$ cat src/rtl/idli_pkg.sv
// Shared types and field decode for the idli instruction-stream decoder.
package idli_pkg;

  localparam int         DCD_WORD_W = 16;
  localparam logic [2:0] GREG_IMM   = 3'd7;
  localparam logic [1:0] PT         = 2'd3;

  typedef enum logic {
    ST_INSTR = 1'b0,
    ST_IMM   = 1'b1
  } dcd_state_t;

  typedef struct packed {
    logic [3:0]  opc;
    logic [1:0]  p;
    logic [1:0]  q;
    logic [2:0]  a;
    logic [2:0]  b;
    logic [2:0]  c;
    logic        nop;
    logic [15:0] imm;
    logic        imm_vld;
  } dcd_op_t;

  // Bit 11 of the word carries no field, so only the used slices are passed in.
  function automatic dcd_op_t dcd_decode(input logic [3:0] opc, input logic [10:0] lo);
    dcd_op_t op;
    op         = '0;
    op.opc     = opc;
    op.p       = (opc == 4'd0) ? PT : lo[10:9];
    op.a       = {lo[8], lo[7:6]};
    op.q       = lo[7:6];
    op.b       = lo[5:3];
    op.c       = lo[2:0];
    op.nop     = (opc == 4'd0) && !lo[8];
    return op;
  endfunction

endpackage

$ cat src/rtl/idli_dcd_fifo_m.sv
// Output queue of decoded ops; flush and reset clear it, head comes straight from storage.
module idli_dcd_fifo_m
  import idli_pkg::*;
#(
  parameter int DEPTH = 4
) (
  input  logic                       i_gck,
  input  logic                       i_rst,
  input  logic                       i_flush,
  input  logic                       i_push,
  input  dcd_op_t                    i_data,
  input  logic                       i_pop,
  output dcd_op_t                    o_data,
  output logic                       o_vld,
  output logic [$clog2(DEPTH+1)-1:0] o_cnt
);

  localparam int AW = (DEPTH > 1) ? $clog2(DEPTH) : 1;
  localparam int CW = $clog2(DEPTH+1);

  dcd_op_t       mem_q [DEPTH];
  logic [AW-1:0] wr_q, wr_d, rd_q, rd_d;
  logic [CW-1:0] cnt_q, cnt_d;
  logic          push_ok, pop_ok;

  assign push_ok = i_push && (cnt_q != CW'(DEPTH));
  assign pop_ok  = i_pop && (cnt_q != '0);

  always_comb begin
    wr_d  = wr_q;
    rd_d  = rd_q;
    cnt_d = cnt_q;
    if (push_ok) wr_d = wr_q + AW'(1);
    if (pop_ok)  rd_d = rd_q + AW'(1);
    if (push_ok && !pop_ok)      cnt_d = cnt_q + CW'(1);
    else if (pop_ok && !push_ok) cnt_d = cnt_q - CW'(1);
    if (i_flush) begin
      wr_d  = '0;
      rd_d  = '0;
      cnt_d = '0;
    end
  end

  always_ff @(posedge i_gck) begin
    if (i_rst) begin
      wr_q  <= '0;
      rd_q  <= '0;
      cnt_q <= '0;
    end else begin
      wr_q  <= wr_d;
      rd_q  <= rd_d;
      cnt_q <= cnt_d;
    end
  end

  // Storage is cleared on reset so the head reads all-zero out of reset.
  always_ff @(posedge i_gck) begin
    if (i_rst) begin
      for (int i = 0; i < DEPTH; i++) mem_q[i] <= '0;
    end else if (push_ok && !i_flush) begin
      mem_q[wr_q] <= i_data;
    end
  end

  assign o_data = mem_q[rd_q];
  assign o_vld  = (cnt_q != '0);
  assign o_cnt  = cnt_q;

endmodule

$ cat src/rtl/idli_decode_stream_m.sv
// Assembles LANE_W-bit beats into 16b words, decodes them and queues ops with optional immediates.
// IDLI_DECODE_NOP_DROP_EN: when defined, NOP words are discarded instead of queued.
module idli_decode_stream_m
  import idli_pkg::*;
#(
  parameter int LANE_W = 4,
  parameter int DEPTH  = 4
) (
  input  logic                       i_dcd_gck,
  input  logic                       i_dcd_rst,
  input  logic [LANE_W-1:0]          i_dcd_enc,
  input  logic                       i_dcd_enc_vld,
  output logic                       o_dcd_enc_rdy,
  input  logic                       i_dcd_flush,
  output dcd_op_t                    o_dcd_op,
  output logic                       o_dcd_op_vld,
  input  logic                       i_dcd_op_rdy,
  output logic [$clog2(DEPTH+1)-1:0] o_dcd_cnt
);

  localparam int BEATS = DCD_WORD_W / LANE_W;
  localparam int BW    = (BEATS > 1) ? $clog2(BEATS) : 1;
  localparam int PW    = (BEATS > 1) ? (DCD_WORD_W - LANE_W) : 1;
  localparam int CW    = $clog2(DEPTH+1);
  localparam logic [BW-1:0] LAST_BEAT = BW'(BEATS - 1);

  dcd_state_t          state_q, state_d;
  logic [BW-1:0]       beat_q, beat_d;
  logic [PW-1:0]       word_q, word_d;
  dcd_op_t             held_q, held_d;
  logic [DCD_WORD_W-1:0] word_nxt;
  dcd_op_t             dec, push_op;
  logic                acc, last, push;

  // word_q keeps only the beats already received; the current beat completes the word.
  if (BEATS > 1) begin : g_shift
    assign word_nxt = {word_q, i_dcd_enc};
  end else begin : g_single
    assign word_nxt = DCD_WORD_W'(i_dcd_enc);
  end

  assign o_dcd_enc_rdy = (o_dcd_cnt < CW'(DEPTH)) && !i_dcd_flush && !i_dcd_rst;
  assign acc  = i_dcd_enc_vld && o_dcd_enc_rdy;
  assign last = (beat_q == LAST_BEAT);
  assign dec  = dcd_decode(word_nxt[15:12], word_nxt[10:0]);

  always_comb begin
    state_d = state_q;
    beat_d  = beat_q;
    word_d  = word_q;
    held_d  = held_q;
    push    = 1'b0;
    push_op = dec;
    if (acc) begin
      beat_d = last ? '0 : beat_q + BW'(1);
      word_d = word_nxt[PW-1:0];
    end
    if (acc && last) begin
      case (state_q)
        ST_INSTR: begin
          if (!dec.nop && (dec.c == GREG_IMM)) begin
            held_d  = dec;
            state_d = ST_IMM;
          end else begin
`ifdef IDLI_DECODE_NOP_DROP_EN
            push = !dec.nop;
`else
            push = 1'b1;
`endif
          end
        end
        ST_IMM: begin
          push_op         = held_q;
          push_op.imm     = word_nxt;
          push_op.imm_vld = 1'b1;
          push            = 1'b1;
          state_d         = ST_INSTR;
        end
      endcase
    end
    if (i_dcd_flush) begin
      state_d = ST_INSTR;
      beat_d  = '0;
      held_d  = '0;
      push    = 1'b0;
    end
  end

  always_ff @(posedge i_dcd_gck) begin
    if (i_dcd_rst) begin
      state_q <= ST_INSTR;
      beat_q  <= '0;
      word_q  <= '0;
      held_q  <= '0;
    end else begin
      state_q <= state_d;
      beat_q  <= beat_d;
      word_q  <= word_d;
      held_q  <= held_d;
    end
  end

  idli_dcd_fifo_m #(.DEPTH(DEPTH)) u_fifo (
    .i_gck   (i_dcd_gck),
    .i_rst   (i_dcd_rst),
    .i_flush (i_dcd_flush),
    .i_push  (push),
    .i_data  (push_op),
    .i_pop   (i_dcd_op_rdy),
    .o_data  (o_dcd_op),
    .o_vld   (o_dcd_op_vld),
    .o_cnt   (o_dcd_cnt)
  );

endmodule

$ cat config.mk
export PLATFORM = sky130hd
export DESIGN_NAME = idli_decode_stream_m
export DESIGN_NICKNAME = d
export VERILOG_FILES = /design/src/rtl/idli_pkg.sv /design/src/rtl/idli_dcd_fifo_m.sv /design/src/rtl/idli_decode_stream_m.sv
export SDC_FILE = /design/constraint.sdc
export NUM_CORES = 1
export LEC_CHECK = 0
export CORE_MARGIN = 3
export CORE_UTILIZATION = 55
export CTS_CLUSTER_SIZE = 30
export DETAILED_ROUTE_END_ITERATION = 12
export DONT_BUFFER_PORTS = 1
export GPL_TIMING_DRIVEN = 0
export HOLD_SLACK_MARGIN = 0.08
export PLACE_DENSITY = 0.81
export SLEW_MARGIN = 20
export SYNTH_ARGS = -nofsm -noshare
export SYNTH_HDL_FRONTEND = slang
export SYNTH_SLANG_ARGS = --single-unit
$ cat constraint.sdc
create_clock -name i_dcd_gck -period 3.5 [get_ports i_dcd_gck]
set_clock_uncertainty 0.1 [all_clocks]
set_input_delay 0.7 -clock i_dcd_gck [delete_from_list [all_inputs] [get_ports i_dcd_gck]]
set_output_delay 0.7 -clock i_dcd_gck [all_outputs]
set_load 0.02 [all_outputs]
# After elaboration in Yosys (flattened, before gate mapping)
# Memory sizes are Yosys's and may differ from the RTL's. A register that Yosys moved wholly into a read port is not among the register bits.
# Index checks and enable logic that the tools add are counted.
[classes] magnitude_cmp=1 eq_ne=3 addsub=5 n_bitwise=1 n_mux=22 n_reduce_logical=23 multipliers=0 shift=0 div_mod_pow=0
[ops] operator="$mux 35" n=3
[ops] operator="$reduce_or 35->1" n=1
[ops] operator="$logic_and 1x1->1" n=11
[ops] operator="$mux 1" n=10
[ops] operator="$mux 2" n=5
[ops] operator="$add 2x1->2 const B" n=3
[ops] operator="$logic_not 1->1" n=6
[ops] operator="$mux 3" n=2
[ops] operator="$logic_not 4->1" n=1
[ops] operator="$pmux 1 s2" n=2
[ops] operator="$add 3x1->3 const B" n=1
[ops] operator="$eq 3x3->1 const B" n=1
[ops] operator="$lt 3x3->1 const B" n=1
[ops] operator="$ne 3x3->1 const B" n=1
[ops] operator="$reduce_and 3->1" n=1
[ops] operator="$reduce_bool 3->1" n=1
[ops] operator="$sub 3x1->3 const B" n=1
[ops] operator="$eq 2x2->1 const B" n=1
[ops] operator="$reduce_bool 2->1" n=1
[ops] operator="$reduce_or 2->1" n=1
[ops] operator="$not 1->1" n=1
[totals] word_cells=69 memories=1 register_bits=40 in_bits=9 mem_bits_ro=0 ramBits=140 latchBits=0
[memory_table] memory="u_fifo.mem_q" words=4 width=35 read_ports=1 rd_clocked_by_memory_dff=1 write_ports=4 line="idli_dcd_fifo_m.sv:21" rtl="dcd_op_t mem_q [DEPTH];"

# Logic depth before layout (Yosys ltp)
[depth] word_depth=15 mapped_depth=11

# Hierarchy
# From an unflattened synthesis, not the netlist that was laid out.
[unflattened] cells_unflattened=561 area_unflattened_um2=8041.5
[by_module_without_submodules] mod="idli_dcd_fifo_m" cells_each=384 area_each_um2=6506.2 n_inst=1
[by_module_without_submodules] mod="idli_decode_stream_m" cells_each=177 area_each_um2=1535.2 n_inst=1

# Least setup slack after synthesis
# No wires, ideal clock.
[synth_timing] kind="input -> register" from="in i_dcd_rst" to="reg u_fifo.cnt_q[2], in the netlist u_fifo.o_cnt[2]" setup_time_ns=0.070 path_stages=11 required_time_ns=3.330 arrival_time_ns=2.751 slack_ns=0.579 path_buffers=1 path_cell_list="buf_2 -> or2_1 -> nor2_4 -> nand2_2 -> inv_1 -> ha_1 -> inv_1 -> fa_1 -> xor2_1 -> or3_1 -> a21oi_1"
[synth_between] elab_chain_cells=10 word_cells_on_any_way=13 classes_between="mux (3); reduce/logical (10)"
[synth_rtl] item="start, declared" line="idli_decode_stream_m.sv:10" rtl="input logic i_dcd_rst,"
[synth_rtl] item="$logic_not 1->1 (*)" line="idli_decode_stream_m.sv:42" rtl="assign o_dcd_enc_rdy = (o_dcd_cnt < CW'(DEPTH)) && !i_dcd_flush && !i_dcd_rst;"
[synth_rtl] item="$logic_and 1x1->1 (*)" line="idli_decode_stream_m.sv:42"
[synth_rtl] item="$logic_and 1x1->1 (*)" line="idli_decode_stream_m.sv:43" rtl="assign acc = i_dcd_enc_vld && o_dcd_enc_rdy;"
[synth_rtl] item="$logic_and 1x1->1 (*)" line="idli_decode_stream_m.sv:58" rtl="if (acc && last) begin"
[synth_rtl] item="$mux 1 (*)" line="idli_decode_stream_m.sv:58"
[synth_rtl] item="$mux 1 (*)" line="idli_decode_stream_m.sv:81" rtl="if (i_dcd_flush) begin"
[synth_rtl] item="$logic_and 1x1->1 (*)" line="idli_dcd_fifo_m.sv:26" rtl="assign push_ok = i_push && (cnt_q != CW'(DEPTH));"
[synth_rtl] item="net u_fifo.push_ok" line="idli_dcd_fifo_m.sv:24" rtl="logic push_ok, pop_ok;"
[synth_rtl] item="$logic_not 1->1" line="idli_dcd_fifo_m.sv:36" rtl="else if (pop_ok && !push_ok) cnt_d = cnt_q - CW'(1);"
[synth_rtl] item="$logic_and 1x1->1" line="idli_dcd_fifo_m.sv:36"
[synth_rtl] item="$reduce_bool 2->1 (no line)"
[synth_rtl] item="end signal, assigned" line="idli_dcd_fifo_m.sv:52" rtl="cnt_q <= cnt_d;"
[synth_rtl] item="end, declared" line="idli_dcd_fifo_m.sv:23" rtl="logic [CW-1:0] cnt_q, cnt_d;"
# The timed path passes the listed nets; every way through them passes the cells marked *.
# A chain may end at the register's enable or synchronous reset.

==> flow_summary_export.csv <==
group,metric,value,unit
outcome,status,"complete, no violations",
route,post_drt_via_cell_ratio,5.98,
worst_setup_path,worstSetupPathType,"reg2out",
logic_synthesis,synth_simple_gate_area_frac,0.160,
clocking,htree_levels,4,
clocking,clockBufferDepth,2,
die,ios,49,
pwr,peakVddDrop,0.560,mV
final_layout,final_common_cell,"edfxtp_1",
clocking,cts_tree,"yes",
route,dr.pass1.iters,5,
logic_synthesis,ys_async_sr_fraction,0,
placement,gp_congestion,0.829,
worst_setup_path,reg2reg_to,"u_fifo.o_cnt[2]",
grt,grt_max_degree,34,
final_layout,finish.utilization,0.639,
worst_setup_path,r2r_slack,0.40,ns
pwr,pwr_density_cell,506,nW/um^2
die,die_h,122,microns
sta,relSlewSlack,0.303,
route,drcViolationCount,0,
final_layout,finalNonFillerCells,731,
grt,track_usage,0.233,
sta,tns,0,ns
logic_synthesis,synth_edf_count,132,
sta,drv_slew,0,
logic_synthesis,seq_area_frac_synth,0.647,
logic_synthesis,yosysWarnings,0,
die,dieArea,14800,sq um
final_layout,nets,558,
route,drtIter0Drc,633,
worst_hold_path,min_to,"held_q[21]",
worst_hold_path,min_from,"i_dcd_enc[3]",
route,wl,16.1,mm
clocking,root_buffer,"clkbuf_16",
worst_setup_path,end_kind,"primary output",
clocking,cts_inserted_buffers,17,
placement,postPlaceCellArea,7670,sq um
worst_setup_path,crit_fanout,10,
grt,grt_antenna_before_repair,0,
final_layout,drive_above_1_share,0.193,
logic_synthesis,synth.area.mux_share,0.127,
final_layout,antenna_cells,0,
logic_synthesis,netlist_instances,524,
route,vias,4369,
worst_hold_path,hold_depth,2,
logic_synthesis,synth.top_cells.by_area,"edfxtp_1 (54%), dfxtp_1 (11%), mux4_2 (10%)",
final_layout,stdcell_area,8230,sq um
die,core,12900,sq um
logic_synthesis,syn_nets,536,
logic_synthesis,synthAdderAreaFrac,0.00612,
placement,dp_cells,699,
clocking,post_cts_resize_count,0,
pwr,power.leakage,0.00299,uW
sta,hold_violations,0,
run,drv_cap,0,
clocking,holdBufCountCts,0,
clocking,path_clk_slew,0.06,ns
sta,finalCriticalPeriod,3.16,ns
worst_setup_path,r2r_cells,10,
logic_synthesis,synth_compound_area_frac,0.0255,
sta,rsz0062_at_grt,"no",
worst_setup_path,r2r-start,"word_q[10]",
clocking,clock-sinks,172,
die,die-width,122,microns
clocking,clkLatencyLatePin,0.42,ns
route,avgRoutedWirePerCell,22.0,microns
sta,worst_pin_slew,1.05,ns
die,num_rows,41,
final_layout,num-fill-cells,912,
logic_synthesis,netlist_area,7360,sq um
worst_setup_path,cp.arrival,2.36,ns
placement,dp_hpwl,10.7,mm
sta,hold_ws,0.301,ns
worst_setup_path,start_kind,"register",
clocking,cts_setup_buffers,0,
logic_synthesis,synth_top_family_by_area,"simple AND/OR/NAND/NOR gates",
final_layout,final_cell_mix,"edfxtp_1 (132), nor2_1 (79), nand2_1 (48)",
logic_synthesis,synth_cell_types,47,
placement,io_buffers,0,
logic_synthesis,syn_avg_cell_area,14.1,sq um
logic_synthesis,synthFlopType,"edfxtp_1",
logic_synthesis,synth_xor_xnor_area_share,0.00476,
route,antenna_left,0,
final_layout,area.growth.synth_to_final,11.8,%
logic_synthesis,synth-seq-cells,172,
grt,grt.overflow.total,0,
worst_hold_path,hold_path.class,"in2reg",
sta,fmax,0.316,GHz
worst_setup_path,crit_required,2.70,ns
grt,grt_pass1_vias,4469,
grt,grt_pass1_wl,25.5,mm
sta,finalSetupViolCount,0,
die,start_util,0.572,
logic_synthesis,yosys.area.top_type,"edfxtp_1",
sta,min_period_over_period,0.903,
logic_synthesis,synth_top_area_frac,0.538,
==> worst max-delay path, cell delays in order, from the launching register on <==
cell and delay [ns]:
dfxtp_1 0.30, clkbuf_1 0.36, buf_2 0.43, mux4_2 0.65, buf_4 0.20
==> synthesized netlist by cell type, drive strengths merged (3+ instances only) <==
cell type	n
edfxtp	132
nor2	80
and2	49
nand2	49
dfxtp	40
mux4	33
mux2i	19
clkbuf	18
and3	17
buf	16
a21oi	14
o21ai	14
nand3	9
xor2	4
inv	3
nand2b	3
or3	3
==> cell families after synthesis <==
logic type,count (synthesis)
flip-flops,172
AND/OR/NAND/NOR,224
AO/OA/AOI/OAI,32
adder cells (fa/ha/maj),3
buffers and inverters,37
multiplexers,52
XOR/XNOR,4
==> through the flow <==
step / worst slack (ns) / total power (uW)
2_1_floorplan: 0.579 / 2390
4_1_cts: 0.253 / 4170
5_1_grt: 0.148 / 4270
3_3_place_gp: -0.109 / 2420
3_5_place_dp: 0.301 / 2440
6_report: 0.338 / 4170
==> power by group <==
part	switching [uW]	leakage, uW	internal, uW	total, uW
registers	19.8	0.00168	2240	2260
logic	89.1	0.00105	37.2	126
clock network	778	0.000259	999	1780
total	887	0.00299	3280	4170
==> cell type report <==
type	instances	area [sq um]	share of cell area
sequential	172	4760	0.579
timing repair buffer	3	82.6	0.0100
inverter	3	11.3	0.00137
clock inverter	13	118	0.0143
tap	172	215	0.0261
buffer	34	208	0.0252
clock buffer	19	443	0.0538
multi-input combinational	315	2390	0.290
==> registers in the layout (all words and copies together) (netlist names), named ones only <==
signal        cells
u_fifo.rd_q       2
u_fifo.wr_q       2
u_fifo.o_cnt      3
u_fifo.mem_q    132
word_q           12
state_q           1
beat_q            2
held_q           16
==> routing by layer <==
metal / routed length [microns] / global-route usage / vias to the layer above
li1: - / - / 1953
met1: 6300 / 0.307 / 2198
met2: 8130 / 0.374 / 181
met3: 1270 / 0.0706 / 37
met4: 353 / 0.0749 / 0
met5: 0 / 0 / -
==> worst max path at each step <==
stage                                to  cells after the start
floorplan               u_fifo.o_cnt[2]                     11
global placement    u_fifo.mem_q[1][12]                      5
detailed placement  u_fifo.mem_q[3][13]                      6
CTS                        o_dcd_op[27]                      4
global route               o_dcd_op[27]                      4
finish                     o_dcd_op[27]                      4
(Power assumes the default switching activity.)
